<file path="config.mk">
export PLATFORM = sky130hd
export DESIGN_NAME = stomp_event_generator
export DESIGN_NICKNAME = d
export VERILOG_FILES = /design/src/rtl/stomp_event_generator.sv
export SDC_FILE = /design/constraint.sdc
export NUM_CORES = 1
export LEC_CHECK = 0
export CORE_MARGIN = 1
export CORE_UTILIZATION = 50
export DETAILED_ROUTE_END_ITERATION = 8
export GPL_TIMING_DRIVEN = 0
export PLACE_DENSITY = 0.83
export SYNTH_ARGS = -nofsm -noshare
export SYNTH_HDL_FRONTEND = slang
export SYNTH_SLANG_ARGS = --single-unit
</file>
<file path="constraint.sdc">
create_clock -name frame_clk -period 3.05 [get_ports frame_clk]
set_input_delay 0.7625 -clock frame_clk [delete_from_list [all_inputs] [get_ports frame_clk]]
set_output_delay 0.7625 -clock frame_clk [all_outputs]
set_load 0.02 [all_outputs]
</file>
<file path="src/rtl/stomp_event_generator.sv">
`timescale 1ns/1ps
// stomp_event_generator: per-frame stomp detection between two characters,
//   producing one-frame registered event pulses and per-victim invulnerability cooldowns.
// Latency: one frame_clk edge from sampled positions to character*_stepped / char*_invuln.
// Backpressure: none; events are pulses the game FSM must consume in the frame they appear.
//
// Ports:
//   frame_clk            one rising edge per video frame
//   Reset                asynchronous, active-high; clears pulses and cooldowns
//   game_state           0 IDLE, 1 PLAYING, 2 GAME_OVER, 3 unused (non-PLAYING)
//   char1_x/y, char2_x/y top-left pixel of each sprite, y grows downward
//   char1/2_falling      character is moving down this frame
//   character1_stepped   pulse: character 1 landed on character 2
//   character2_stepped   pulse: character 2 landed on character 1
//   char1/2_invuln       victim cooldown is running (sprite blink)
module stomp_event_generator #(
  parameter int CHAR_W          = 32,
  parameter int CHAR_H          = 32,
  parameter int STOMP_BAND      = 8,
  parameter int COOLDOWN_FRAMES = 60,
  // COOLDOWN_FRAMES must be below 2**CD_W or the load value truncates.
  parameter int CD_W            = 7
) (
  input  logic       frame_clk,
  input  logic       Reset,
  input  logic [1:0] game_state,
  input  logic [9:0] char1_x,
  input  logic [9:0] char1_y,
  input  logic [9:0] char2_x,
  input  logic [9:0] char2_y,
  input  logic       char1_falling,
  input  logic       char2_falling,
  output logic       character1_stepped,
  output logic       character2_stepped,
  output logic       char1_invuln,
  output logic       char2_invuln
);

  localparam logic [1:0]      ST_PLAYING = 2'd1;
  localparam logic [10:0]     W_EXT      = 11'(CHAR_W);
  localparam logic [10:0]     H_EXT      = 11'(CHAR_H);
  localparam logic [10:0]     BAND_EXT   = 11'(STOMP_BAND);
  localparam logic [CD_W-1:0] CD_LOAD    = CD_W'(COOLDOWN_FRAMES);
  localparam logic [CD_W-1:0] CD_ONE     = CD_W'(1);

  // One extra bit of headroom so position + size never wraps.
  logic [10:0] x1, y1, x2, y2;
  logic [10:0] x1_right, x2_right;
  logic [10:0] y1_bottom, y2_bottom;
  logic [10:0] y1_band, y2_band;

  assign x1 = {1'b0, char1_x};
  assign y1 = {1'b0, char1_y};
  assign x2 = {1'b0, char2_x};
  assign y2 = {1'b0, char2_y};

  assign x1_right  = x1 + W_EXT;
  assign x2_right  = x2 + W_EXT;
  assign y1_bottom = y1 + H_EXT;
  assign y2_bottom = y2 + H_EXT;
  assign y1_band   = y1 + BAND_EXT;
  assign y2_band   = y2 + BAND_EXT;

  logic h_ovl;
  logic feet1_in_head2;
  logic feet2_in_head1;
  logic s12, s21;
  logic tie;
  logic playing;
  logic fire12, fire21;

  // Strict inequalities: sprites whose sides merely touch do not overlap.
  assign h_ovl = (x1 < x2_right) && (x2 < x1_right);

  // The attacker's bottom edge must land inside the band just below the victim's top edge.
  assign feet1_in_head2 = (y1_bottom >= y2) && (y1_bottom < y2_band);
  assign feet2_in_head1 = (y2_bottom >= y1) && (y2_bottom < y1_band);

  assign s12 = char1_falling && h_ovl && feet1_in_head2;
  assign s21 = char2_falling && h_ovl && feet2_in_head1;

  // A mutual stomp is ambiguous, so it is ignored entirely (no events, cooldowns frozen).
  assign tie     = s12 && s21;
  assign playing = (game_state == ST_PLAYING);

  logic [CD_W-1:0] cd1, cd2;
  logic [CD_W-1:0] cd1_nxt, cd2_nxt;

  // Each direction is gated only by the victim's own cooldown.
  assign fire12 = playing && s12 && !s21 && (cd2 == '0);
  assign fire21 = playing && s21 && !s12 && (cd1 == '0);

  // Cooldown next state. Leaving PLAYING clears both so a new match starts clean.
  always_comb begin
    cd1_nxt = cd1;
    cd2_nxt = cd2;
    if (!playing) begin
      cd1_nxt = '0;
      cd2_nxt = '0;
    end else if (!tie) begin
      if (fire21) begin
        cd1_nxt = CD_LOAD;
      end else if (cd1 != '0) begin
        cd1_nxt = cd1 - CD_ONE;
      end

      if (fire12) begin
        cd2_nxt = CD_LOAD;
      end else if (cd2 != '0) begin
        cd2_nxt = cd2 - CD_ONE;
      end
    end
  end

  // Loading the cooldown on the firing edge is what keeps each pulse to a single frame.
  always_ff @(posedge frame_clk or posedge Reset) begin
    if (Reset) begin
      cd1                <= '0;
      cd2                <= '0;
      character1_stepped <= 1'b0;
      character2_stepped <= 1'b0;
    end else begin
      cd1                <= cd1_nxt;
      cd2                <= cd2_nxt;
      character1_stepped <= fire12;
      character2_stepped <= fire21;
    end
  end

  assign char1_invuln = (cd1 != '0);
  assign char2_invuln = (cd2 != '0);

endmodule

</file>
==> metrics.md, run 1 <==
| Metric | Value |
|---|---|
| Hold-critical path depth | `2` |
| Placed insts | `422` |
| Die Wd | `73.1 µm` |
| Yosys warns | `0` |
| CP Launch Type | `input pin` |
| Hold Path End | `cd1[6]` |
| # hold bufs at CTS | `0` |
| Setup violators final | `14` |
| Critical path type | `input pin to flop` |
| Worst-path maximum fanout | `6` |
| Fin. Hold Viols | `0` |
| Clock Path Buffers | `2` |
| Beginning of the worst hold path | `cd1[6]` |
| Gr usage total | `roughly 30%` |
| Port Buf Inserts | `between 40 and 50` |
| Netlist Area Pre-Place | `0.00252 mm²` |
| H-tree depth | `1` |
| Finished Layout Cells | `465` |
| DR WL/cell | `roughly 19 µm` |
| Synth Register Bits | `16` |
| Register area share after synthesis | `15.9%` |
| Layout area overhead | `58.9%` |
| Primary FF master, synth | `dfrtp_1` |
| First-pass GRT wire length | `12600 µm` |
| Ant diodes | `0` |
| Share of layout cells above drive strength 1 | `35.2%` |
| Status | `finished with violations` |
| Syn nets | `a little over 400` |
| Avg Synthesized Cell Area | `8.25 µm²` |
| Die area | `approximately 0.0053 mm²` |
| Initial Utilization | `~53%` |
| Num ports | `50` |
| Via count | `2847` |
| DP Worst Slack | `-0.967 ns` |
| EDFF count, synth | `0` |
| Pwr Total | `2130 µW` |
| Largest net degree at the start of global routing | `17` |
| Routed Antenna Nets | `0` |
| Min Clock Period, post-route | `3.26 ns` |
| TritonRoute pass-1 iters | `4` |
| Distinct cell type count after synthesis | `42` |
| Leakage Power | `0.00193 µW` |
| RePlAce Congestion | `about 0.86` |
| Critical path's slowest cell | `or4_4` |
| Reg2Reg Depth | `12` |
| Synth Instances | `roughly 310` |
| Peak supply drop | `0.385 mV` |
| Residual DRC | `0` |
| Hpwl dp | `4870 µm` |
| Core Footprint | `about 0.0048 mm²` |
| CP startpoint | `char1_y[5]` |
| CTS buffer count | `3` |
| Pins Over Slew Limit | `0` |
| Vias in the first global route | `between 2000 and 3000` |
| FF-to-FF Start | `cd2[0]` |
| Setup slack, reg-to-reg | `0.45 ns` |
| Max transition margin | `56.7%` |
| Fin crit share | `107%` |
| CTS tree | `done` |
| # fillers | `251` |
| Num rows | `25` |
| Grt ovf | `0` |
| Worst skew pair latency | `0.26 ns` |
| Setup_tns | `-1.65 ns` |
| Final core occ | `83.8%` |
| Vias per cell | `6.12` |
| CP Cell Sequence | `buf_12 > ha_4 > nand3_4 > xnor2_2 > ha_1 > o2111ai_2 > nor2_2 > a2111oi_4 > o31ai_4 > nand4_4 > buf_6 > nor3_4 > buf_4 > or4_4 > a21oi_2` |
| HP Class | `flop to flop` |
| Maxcap violations | `0` |
| Data required time of the worst path | `3.23 ns` |
| Initial antenna violation count | `0` |
| Worst-margin pin slew | `roughly 0.65 ns` |
| Post-synth ARST share | `100%` |
| Nets | `around 500` |
| RSZ-0062 raised after global routing | `yes` |
| Failing checks | `negative setup slack` |
| Die H | `73.1 µm` |
| CTS sink cnt | `16` |
| Initial drt markers | `around 240` |
| Worst setup margin | `-0.210 ns` |
| Max Clock Skew | `between 0.005 and 0.006 ns` |
| CTS clk-pin slew, worst paths | `0.07 ns` |
| Pwr dens | `531 mW/mm²` |
| Post-Route WL | `8770 µm` |
| Setup crit end kind | `flop` |
| Largest stage delay on the critical path | `0.51 ns` |
| Crit path arrival time | `3.44 ns` |
| Fmax | `307 MHz` |
| CTS Root Cell | `clkbuf_8` |
| Reg2reg end | `cd2[0]` |
==> state kept, by name, indices dropped and copies added (netlist names) <==
signal / count
cd1: 7
cd2: 7
character1_stepped: 1
character2_stepped: 1
==> critical path: cells and delay by family <==
| family | cells | cell delay (ns) |
|---|---|---|
| and+or+nand+nor | 5 | 0.89 |
| xor gates and xnor gates | 1 | 0.16 |
| AOI/OAI and AO/OA | 4 | 0.75 |
| adders and majority gates | 2 | 0.53 |
| buffers and inverters | 3 | 0.35 |
==> Yosys cell counts (5+ instances only) <==
library cell / instances / area share [%]
nand2b_1: 6 / 1.5
a211oi_1: 6 / 1.8
xor2_1: 5 / 1.7
ha_1: 59 / 29
inv_1: 41 / 6.1
or4_1: 5 / 1.5
dfrtp_1: 16 / 16
nand2_1: 10 / 1.5
xnor2_1: 17 / 5.9
a21oi_1: 20 / 4.0
a21o_1: 7 / 2.1
o31ai_1: 8 / 2.4
o21ai_0: 9 / 1.8
nor3_1: 5 / 0.99
nor2_1: 16 / 2.4
nand3_1: 22 / 4.4
==> timing repair <==
action | CTS | global route
setup buffers | 32 | 9
setup endpoints to repair | 18 | 16
resized for setup | 150 | 48
pin swaps | 47 | 34
==> per-stage QoR <==
stage               area (µm²)  hold slack [ns]
detailed placement        3180            0.493
finish                    4010            0.543
global placement          3180            0.486
floorplan                 2600            0.476
CTS                       3750            0.518
global route              4010            0.555
==> power by group <==
| part | internal, µW | switching [µW] | total, µW |
|---|---|---|---|
| registers | 274 | 68.9 | 343 |
| logic | 724 | 864 | 1590 |
| clock network | 115 | 83.0 | 198 |
==> how the worst max path moves through the flow <==
stage | slack [ns] | end
detailed placement | -0.97 | cd2[2]
global placement | -0.88 | cd1[4]
global route | -0.24 | cd1[1]
CTS | -0.13 | cd1[2]
floorplan | 0.005 | cd2[2]
finish | -0.21 | cd1[2]
==> cell families (layout without fill, tap and decap cells) <==
family | after synthesis | after routing | synth area share (%)
adder cells (fa/ha/maj) | 59 | 59 | 29.2
buffers and inverters | 46 | 138 | 6.84
XOR/XNOR | 22 | 22 | 7.63
AND/OR/NAND/NOR | 88 | 88 | 19.4
AO/OA/AOI/OAI | 75 | 75 | 21.1
flip-flops | 16 | 16 | 15.9
==> layout make-up <==
| class | count | area (µm²) | area share (%) |
|---|---|---|---|
| sequential | 16 | 400 | 9.98 |
| inverter | 44 | 178 | 4.43 |
| multi-input combinational | 244 | 2450 | 61.1 |
| timing repair buffer | 88 | 838 | 20.9 |
| buffer | 2 | 7.51 | 0.187 |
| tap | 67 | 83.8 | 2.09 |
| clock buffer | 4 | 55.1 | 1.37 |
==> layer usage <==
metal	routed length, µm	track usage [%]	up-vias
met5	0	0	-
met4	391	12.4	0
met3	565	4.97	38
met2	4490	52.5	128
met1	3320	36.3	1374
li1	-	-	1307
==> placed cells by master (no fill, tap or decap), drive strengths merged, types with 6 or more instances in the layout <==
| cell type | instances |
|---|---|
| xnor2 | 17 |
| o21ai | 11 |
| dlymetal6s2s | 7 |
| nand3 | 22 |
| a211oi | 7 |
| a21o | 7 |
| a21oi | 20 |
| o31ai | 8 |
| clkbuf | 9 |
| clkdlybuf4s50 | 13 |
| inv | 44 |
| nand2 | 10 |
| buf | 50 |
| dlygate4sd2 | 11 |
| nor3 | 8 |
| dfrtp | 16 |
| nor2 | 16 |
| ha | 59 |
| nand2b | 6 |
Note: power is estimated with default switching activity, not from simulation.
==> inputs of run 2 (changes only) <==
--- a/config.mk
+++ b/config.mk
@@ -6,7 +6,7 @@
 export NUM_CORES = 1
 export LEC_CHECK = 0
 export CORE_MARGIN = 1
-export CORE_UTILIZATION = 50
+export CORE_UTILIZATION = 48
 export DETAILED_ROUTE_END_ITERATION = 8
 export GPL_TIMING_DRIVEN = 0
 export PLACE_DENSITY = 0.83
==> constraint.sdc (replaced) <==
create_clock -name frame_clk -period 2.9 [get_ports frame_clk]
set_input_delay 0.725 -clock frame_clk [delete_from_list [all_inputs] [get_ports frame_clk]]
set_output_delay 0.725 -clock frame_clk [all_outputs]
set_load 0.02 [all_outputs]
==> run 2 against run 1 <==
  * Wire length down 6.2%
  * Sequential share of layout area up 0.31 points
  * Cell count down 2.4%
  * Non-clock buffer count down 14
  * The run still ends with negative setup slack left
  * Count of clock-buffer cells in the layout down 1
==> metrics.md, run 2 (synthesis results as in run 1) <==
| Metric | Value |
|---|---|
| Largest stage delay on the critical path | `0.34 ns (was 0.51 ns)` |
| Num ports | `50 (unchanged)` |
| Data required time of the worst path | `3.03 ns (was 3.23 ns)` |
| Initial drt markers | `237 (was 235)` |
| Clock Path Buffers | `2 (unchanged)` |
| Status | `finished with violations (unchanged)` |
| Vias in the first global route | `2761 (was 2756)` |
| Vias per cell | `6.12 (about the same)` |
| H-tree depth | `1 (unchanged)` |
| Pwr Total | `2030 µW (was 2130 µW)` |
| Pwr dens | `521 mW/mm² (was 531 mW/mm²)` |
| Worst setup margin | `-0.190 ns (was -0.210 ns)` |
| Ant diodes | `0 (unchanged)` |
| Nets | `491 (was 504)` |
| Failing checks | `negative setup slack (unchanged)` |
| Placed insts | `425 (was 422)` |
| Core Footprint | `0.00507 mm² (was 0.00479 mm²)` |
| Worst skew pair latency | `0.25 ns (was 0.26 ns)` |
| Setup violators final | `14 (unchanged)` |
| Finished Layout Cells | `454 (was 465)` |
| CP Cell Sequence | `dlygate4sd2_1 > nand3_1 > xnor2_2 > ha_1 > a21o_1 > a21oi_1 > o21ai_2 > a41o_2 > nor3_4 > nor2_4 > o221a_1 (was buf_12 > ha_4 > nand3_4 > xnor2_2 > ha_1 > o2111ai_2 > nor2_2 > a2111oi_4 > o31ai_4 > nand4_4 > buf_6 > nor3_4 > buf_4 > or4_4 > a21oi_2)` |
| Worst-margin pin slew | `0.634 ns (was 0.650 ns)` |
| Fin crit share | `107%` |
| Max Clock Skew | `0.00479 ns (was 0.00514 ns)` |
| Die area | `0.00555 mm² (was 0.00534 mm²)` |
| First-pass GRT wire length | `12200 µm (was 12600 µm)` |
| CTS buffer count | `3 (unchanged)` |
| RePlAce Congestion | `0.906 (was 0.856)` |
| CP Launch Type | `input pin (unchanged)` |
| CTS Root Cell | `clkbuf_8 (unchanged)` |
| Residual DRC | `0 (unchanged)` |
| Layout area overhead | `54.2% (was 58.9%)` |
| Worst-path maximum fanout | `5 (was 6)` |
| Initial Utilization | `49.8% (was 52.8%)` |
| Largest regs | `cd1: 7 flops, cd2: 7 flops (unchanged)` |
| Num rows | `26 (was 25)` |
| DR WL/cell | `18.1 µm (was 18.9 µm)` |
| # fillers | `327 (was 251)` |
| Share of layout cells above drive strength 1 | `35.2% (about the same)` |
| Hold-critical path depth | `2 (unchanged)` |
| Leakage Power | `0.00182 µW (was 0.00193 µW)` |
| Initial antenna violation count | `0 (unchanged)` |
| Max transition margin | `57.7% (was 56.7%)` |
| Fin. Hold Viols | `0 (unchanged)` |
| Peak supply drop | `0.358 mV (was 0.385 mV)` |
| Most frequent cells in the layout | `ha_1, inv_1, buf_4, dfrtp_1 (was ha_1, inv_1, buf_4, nand3_1, dfrtp_1)` |
| Die H | `74.5 µm (was 73.1 µm)` |
| Maxcap violations | `0 (unchanged)` |
| CTS sink cnt | `16 (unchanged)` |
| Critical path's slowest cell | `ha_1 (was or4_4)` |
| Die Wd | `74.5 µm (was 73.1 µm)` |
| RSZ-0062 raised after global routing | `yes (unchanged)` |
| Routed Antenna Nets | `0 (unchanged)` |
| TritonRoute pass-1 iters | `7 (was 4)` |
| Port Buf Inserts | `49 (unchanged)` |
| Number of cells on the critical path | `11 (was 15)` |
| CTS clk-pin slew, worst paths | `0.06 ns (was 0.07 ns)` |
| Via count | `2778 (was 2847)` |
| Crit path arrival time | `3.22 ns (was 3.44 ns)` |
| Largest net degree at the start of global routing | `17 (unchanged)` |
| Hpwl dp | `4940 µm (was 4870 µm)` |
| Post-Route WL | `8230 µm (was 8770 µm)` |
| Fmax | `324 MHz` |
| Setup crit end kind | `flop (unchanged)` |
| Critical path type | `input pin to flop (unchanged)` |
| Gr usage total | `28.4% (was 30.0%)` |
| Min Clock Period, post-route | `3.09 ns` |
| CTS tree | `done (unchanged)` |
| Commonest non-fill, non-tap cell in the layout | `ha_1 (unchanged)` |
| Reg2Reg Depth | `10 (was 12)` |
| HP Class | `flop to flop (unchanged)` |
| CP bufs+invs | `1 (was 3)` |
| Pins Over Slew Limit | `0 (unchanged)` |
| Grt ovf | `0 (unchanged)` |
| Crit path max-delay family | `compound AO/OA/AOI/OAI gates (was simple AND/OR/NAND/NOR gates)` |
## run 2: final cells by class
type | count | area (µm²) | share of cell area, %
plain buffers | 2 | 7.51 | 0.193
clock buffers | 3 | 41.3 | 1.06
inverters | 44 | 175 | 4.50
multi-input cells | 245 | 2500 | 64.3
flip-flops and latches | 16 | 400 | 10.3
well taps | 70 | 87.6 | 2.25
repair buffers | 74 | 679 | 17.5
## run 2: where the power goes
group / switching [µW] / internal (µW) / total [µW]
sequential: 74.8 / 288 / 363
clock: 78.1 / 92.3 / 170
combinational: 829 / 666 / 1490
total: 981 / 1050 / 2030
## run 2: through the flow
stage / util [%] / hold WS [ns] / setup TNS (ns) / setup slack (ns) / area [µm²]
6_report: 76.7 / 0.565 / -1.78 / -0.190 / 3890
4_1_cts: 72.6 / 0.508 / -0.0576 / -0.0321 / 3680
5_1_grt: 76.7 / 0.593 / -3.33 / -0.318 / 3890
2_1_floorplan: - / 0.476 / -0.177 / -0.107 / 2610
3_5_place_dp: 62.9 / 0.497 / -14.08 / -1.02 / 3190
3_3_place_gp: 62.9 / 0.487 / -13.40 / -0.982 / 3190
## run 2: tightest hold or removal path: cells and delay by family, from the launching register on
family | cells | cell delay [ns]
flops | 1 | 0.37
buf+inv | 1 | 0.08
compound gates | 1 | 0.07
## run 2: path summary, 6_finish.rpt
| check | start | endpoint | slack (ns) |
|---|---|---|---|
| worst max-delay path | char2_y[8] | cd1[3] | -0.19 |
| worst min-delay path | cd1[1] | cd1[1] | 0.57 |
| worst max register to register | cd2[1] | cd2[3] | 0.54 |
| worst min register to register | cd1[1] | cd1[1] | 0.57 |
| max in group asynchronous | Reset | cd1[1] | 1.60 |
| min in group asynchronous | Reset | cd1[0] | 0.89 |
## run 2: routing by layer
metal	share of wire [%]	GRT usage [%]
met2	52	52.7
met1	40	32.4
met5	0	0
met4	3.6	10.5
met3	5.1	4.88
## run 2: what timing repair did
| item | 4_1_cts | 5_1_grt |
|---|---|---|
| setup endpoints to repair | 18 | 16 |
| cloned | 1 | 0 |
| pin swaps | 45 | 28 |
| hold buffers | 0 | 0 |
| gates resized for setup | 159 | 47 |
| setup buffers | 20 | 5 |
